--- config.mk ---
export PLATFORM = sky130hd
export DESIGN_NAME = zero_count_accumulator
export DESIGN_NICKNAME = d
export VERILOG_FILES = /design/src/rtl/zero_count_accumulator.sv
export SDC_FILE = /design/constraint.sdc
export NUM_CORES = 1
export LEC_CHECK = 0
export BUFFER_PORTS_ARGS = -buffer_cell sky130_fd_sc_hd__buf_2
export CAP_MARGIN = 5
export CORE_MARGIN = 10
export CORE_UTILIZATION = 40
export CTS_CLUSTER_SIZE = 20
export DETAILED_ROUTE_END_ITERATION = 6
export GPL_TIMING_DRIVEN = 0
export PLACE_DENSITY = 0.66
export SLEW_MARGIN = 25
export SYNTH_ARGS = -nofsm -noshare
export SYNTH_HDL_FRONTEND = slang
export SYNTH_SLANG_ARGS = --single-unit
--- constraint.sdc ---
create_clock -name clk -period 3.51 [get_ports clk]
set_clock_uncertainty 0.2 [all_clocks]
set_input_delay 0.1755 -clock clk [delete_from_list [all_inputs] [get_ports clk]]
set_output_delay 0.1755 -clock clk [all_outputs]
set_load 0.01 [all_outputs]
--- src/rtl/zero_count_accumulator.sv ---
// -----------------------------------------------------------------------------
// zero_count_accumulator
//
// Frame-level accumulator fed by zero_count_function. Each accepted beat
// carries one byte's zero count (legal 0..8). Counts are summed over a frame
// of FRAME_LEN bytes, or fewer when flush closes the frame early. The
// per-frame maximum, byte count and an illegal-count flag are tracked as
// well, and one result record per frame is offered on a valid/ready output.
//
// Handshake rule (both sides): a transfer happens on a rising clk edge where
// valid && ready are both high. A producer holds valid and its payload
// stable until that edge; ready may change freely and never waits on valid.
//
// Parameters
//   FRAME_LEN  bytes per full frame, 1..255
//   SUM_W      width of out_sum, 2**SUM_W > 8*FRAME_LEN
//
// Ports
//   clk        rising-edge clock
//   rst        synchronous active-high reset
//   in_valid   in_count holds a zero count
//   in_ready   beat accepted when in_valid && in_ready (0 while rst is high)
//   in_count   zero count, legal 0..8; 9..15 clamped to 8 and flagged
//   flush      close the current (non-empty) frame early
//   out_valid  result record valid
//   out_ready  consumer takes the record when out_valid && out_ready
//   out_sum    total zero count of the frame
//   out_max    largest clamped count in the frame
//   out_len    bytes in the frame, 1..FRAME_LEN
//   out_err    at least one beat of the frame had in_count > 8
//   dbg_state  current FSM state (0 = ACCUM, 1 = DONE)
// -----------------------------------------------------------------------------
module zero_count_accumulator #(
   parameter int FRAME_LEN = 16,
   parameter int SUM_W     = 11
) (
   input  logic             clk,
   input  logic             rst,
   input  logic             in_valid,
   output logic             in_ready,
   input  logic [3:0]       in_count,
   input  logic             flush,
   output logic             out_valid,
   input  logic             out_ready,
   output logic [SUM_W-1:0] out_sum,
   output logic [3:0]       out_max,
   output logic [7:0]       out_len,
   output logic             out_err,
   output logic             dbg_state
);

   typedef enum logic {
      ACCUM = 1'b0,
      DONE  = 1'b1
   } state_t;

   state_t state, next_state;

   logic [SUM_W-1:0] acc_sum;
   logic [3:0]       acc_max;
   logic [7:0]       acc_len;
   logic             acc_err;

   // Values the accumulators would take after this cycle's beat (if any).
   // A closing frame is loaded from these so the closing beat is included.
   logic             beat;
   logic [3:0]       clamped;
   logic [SUM_W-1:0] post_sum;
   logic [3:0]       post_max;
   logic [7:0]       post_len;
   logic             post_err;
   logic             frame_close;

   // ---------------------------------------------------------------------------
   // State register
   // ---------------------------------------------------------------------------
   always_ff @(posedge clk) begin
      if (rst) state <= ACCUM;
      else     state <= next_state;
   end

   // ---------------------------------------------------------------------------
   // Next state, handshake outputs and post-beat accumulator values
   // ---------------------------------------------------------------------------
   always_comb begin
      next_state  = state;
      in_ready    = 1'b0;
      out_valid   = 1'b0;
      beat        = 1'b0;
      clamped     = (in_count > 4'd8) ? 4'd8 : in_count;
      post_sum    = acc_sum;
      post_max    = acc_max;
      post_len    = acc_len;
      post_err    = acc_err;
      frame_close = 1'b0;

      case (state)
         ACCUM: begin
            // Held low during reset so nothing is taken while rst is high.
            in_ready = !rst;
            beat     = in_valid && in_ready;
            if (beat) begin
               post_sum = acc_sum + SUM_W'(clamped);
               post_max = (clamped > acc_max) ? clamped : acc_max;
               post_len = acc_len + 8'd1;
               post_err = acc_err | (in_count > 4'd8);
            end
            // acc_len stays below FRAME_LEN in ACCUM, so post_len cannot wrap.
            // An empty flush (no prior beats, none this cycle) is ignored.
            frame_close = (beat && (post_len == 8'(FRAME_LEN)))
                        || (flush && (post_len != 8'd0));
            if (frame_close) next_state = DONE;
         end
         DONE: begin
            out_valid = 1'b1;
            if (out_ready) next_state = ACCUM;
         end
         default: next_state = ACCUM;
      endcase
   end

   // ---------------------------------------------------------------------------
   // Accumulators and the output record
   // ---------------------------------------------------------------------------
   always_ff @(posedge clk) begin
      if (rst) begin
         acc_sum <= '0;
         acc_max <= '0;
         acc_len <= '0;
         acc_err <= 1'b0;
         out_sum <= '0;
         out_max <= '0;
         out_len <= '0;
         out_err <= 1'b0;
      end else if (frame_close) begin
         out_sum <= post_sum;
         out_max <= post_max;
         out_len <= post_len;
         out_err <= post_err;
         acc_sum <= '0;
         acc_max <= '0;
         acc_len <= '0;
         acc_err <= 1'b0;
      end else begin
         // Outside ACCUM the post_* values equal the current accumulators,
         // and the record registers only change on a frame close, which
         // keeps out_* stable for the whole DONE period.
         acc_sum <= post_sum;
         acc_max <= post_max;
         acc_len <= post_len;
         acc_err <= post_err;
      end
   end

   assign dbg_state = state;

endmodule

==> results.yml <==
timing:
  slew_headroom_pct: 55.2
  fin_setup_tns_ns: 0
  worst_pin_slew_ns: 0.671
  rsz0062_at_grt: "no"
  fmax_ghz: 0.374
  post-route-period-util_pct: 76.2
  hold_slack_ns: 0.0425
  drv_slew: 0
  min_period_ns: 2.68
  setup_viol: 0
  finalHoldViolCount: 0
critical_path:
  regToRegStartpoint: "acc_len[1]"
  worst-setup-path-type: "in2reg"
  reg2reg_slack_ns: 0.94
  reg2reg_to: "acc_sum[7]"
  crit_fanout: 10
  cp-start-kind: "input pin"
  worstPathRequired_ns: 3.49
  cp_common_cell: "buf_6"
  arrival_ns: 2.66
  path_cells: "dlygate4sd3_1 -> buf_6 -> and4b_1 -> buf_6 -> o211a_1 -> o221ai_2 -> a211oi_4 -> o31ai_4 -> buf_2 -> a21oi_1"
  end_kind: "flip-flop"
  reg2reg_depth: 8
  slowest_delay_ns: 0.54
  critPathSlowestCell: "dlygate4sd3_1"
  cp-startpoint: "rst"
synthesis:
  synth_area_mm2: 0.00266
  synthArstFlopShare_pct: 0
  synth_cell_types: 54
  ys.flop_type: "dfxtp_1"
  ys_seq_elements: 49
  synth_edf_count: 0
  syn-num-nets: 296
  yosysSeqAreaShare_pct: 36.9
  syn_inst: 277
  ys_warn_count: 0
  synth_area_per_cell_um2: 9.60
finish:
  num-fill-cells: 629
  syn2layout_area_growth_pct: 14.0
  mostFrequentLayoutCells: "49 x dfxtp_1, 40 x buf_2, 28 x nor2_1, 21 x a31oi_1, 14 x xnor2_1"
  final_common_cell: "dfxtp_1"
  fin_util_pct: 47.5
  diodes: 0
  layout-drive-gt1-share_pct: 24.4
  final_net_count: 339
floorplan:
  die_area_mm2: 0.0103
  initial_core_util_pct: 41.6
  chipHeight_um: 102
  ios: 36
  core-area_mm2: 0.00639
  rows: 29
  die_w_um: 102
run:
  drv_cap: 0
detailed_routing:
  via_count: 2146
  routed_wl_mm: 6.27
  ant_nets: 0
  drt_iter0_markers: 149
  route.detailed.drc: 0
  avgRoutedWirePerCell_um: 15.8
  dr.pass1.iters: 4
  vias_per_cell: 5.41
clock_tree:
  cts_buffers: 5
  clk_latency_ns: 0.30
  cts_resized: 0
  clkTransAtPathRegs_ns: 0.08
  cts_max_level: 2
  cts_root_buffer: "clkbuf_8"
  clk_path_buf_depth: 2
  tritoncts: "yes"
  clock_sinks: 49
hold_path:
  min_path_cells: 3
  worst_hold_path_type: "in2reg"
  holdPathEnd: "acc_err"
  holdCritStartpoint: "in_count[3]"
power:
  ir_drop_mv: 0.208
  power_density_mw_per_mm2: 413
  totalPowerFinal_mw: 1.25
  leakagePower_nw: 1.25
global_routing:
  grt_pass1_wl_mm: 10.1
  antenna_found_initial: 0
  overflow: 0
  grt_pass1_vias: 2026
  grt_max_degree: 14
  gr-usage-all-layers_pct: 12.2
placed_design:
  dp_hpwl_mm: 4.78
  gp_congestion: 0.824
  io_buffers: 34
status:
  status: "completed"
==> layout make-up <==
cell class	count	area [µm²]	area share, %
multi-input combinational	197	1500	49.4
sequential	49	981	32.4
timing repair buffer	36	190	6.27
buffer	22	146	4.83
tap	77	96.3	3.18
clock buffer	7	86.3	2.85
inverter	9	33.8	1.11
==> cells by family (layout without fill, tap and decap cells) <==
kind of cell	count (synthesis)	count (layout)	share of synthesized area, %
xor+xnor	19	19	6.26
fa+ha+maj	10	10	4.99
simple gates	81	81	17.6
buf+inv	31	74	6.78
mux	9	9	3.39
flops	49	49	36.9
compound gates	78	78	24.1
==> per-layer routing <==
| metal | share of wire [%] | GRT usage [%] |
|---|---|---|
| met5 | 0 | 0 |
| met4 | 0.97 | 3.54 |
| met3 | 5.6 | 2.86 |
| met2 | 50 | 20.5 |
| met1 | 44 | 15.1 |
==> worst max-delay path by stage <==
stage,endpoint,cells after the start
finish,acc_sum[7],10
global route,acc_len[7],10
CTS,acc_sum[7],10
detailed placement,out_sum[10],12
global placement,out_max[0],10
floorplan,out_sum[10],11
==> per-stage QoR <==
stage / cell area (µm²) / setup slack [ns] / instances
after floorplan: 2660 / 1.18 / 277
after global placement: 2930 / 0.796 / 388
after detailed placement: 2930 / 0.794 / 388
after CTS: 3030 / 0.839 / 397
after global routing: 3030 / 0.671 / 397
final: 3030 / 0.834 / 397
==> critical path, delay by kind of cell <==
kind	cells	cell delay (ns)
simple gates	1	0.21
buf+inv	4	1.16
compound gates	5	1.10
==> power breakdown <==
group | internal [mW] | switching, mW
registers | 0.593 | 0.0219
logic | 0.121 | 0.179
clock network | 0.157 | 0.180
==> repair_timing <==
item,CTS,global route
hold endpoints to repair,4,0
setup buffers,0,0
setup endpoints to repair,0,0
hold buffers,2,0
==> registers in the layout, indices dropped and copies added (netlist names) <==
register	cells
out_max	4
acc_sum	11
dbg_state	1
acc_err	1
out_err	1
acc_len	8
out_len	8
out_sum	11
acc_max	4
==> synthesized netlist by cell type (all sizes together), types with 2 or more instances <==
library cell | n | area share, %
dfxtp | 49 | 37
nor2 | 28 | 4.0
a31oi | 21 | 4.9
a211oi | 20 | 7.8
buf | 15 | 4.5
xnor2 | 14 | 4.6
nor2b | 11 | 2.9
a21oi | 10 | 1.9
nand2 | 10 | 1.4
ha | 9 | 4.2
inv | 9 | 1.3
mux2i | 9 | 3.4
o21ai | 8 | 1.5
clkbuf | 7 | 0.99
nand2b | 5 | 1.2
or3 | 5 | 1.4
xor2 | 5 | 1.6
nor3 | 4 | 0.94
a311oi | 3 | 1.7
nand4 | 3 | 0.71
o21a | 3 | 0.85
and2 | 2 | 0.56
and4 | 2 | 0.75
and4b | 2 | 0.75
nand3b | 2 | 0.56
nor3b | 2 | 0.75
o2111ai | 2 | 0.66
o211a | 2 | 0.75
o31ai | 2 | 1.6
Power figures use the tool's default switching activity.
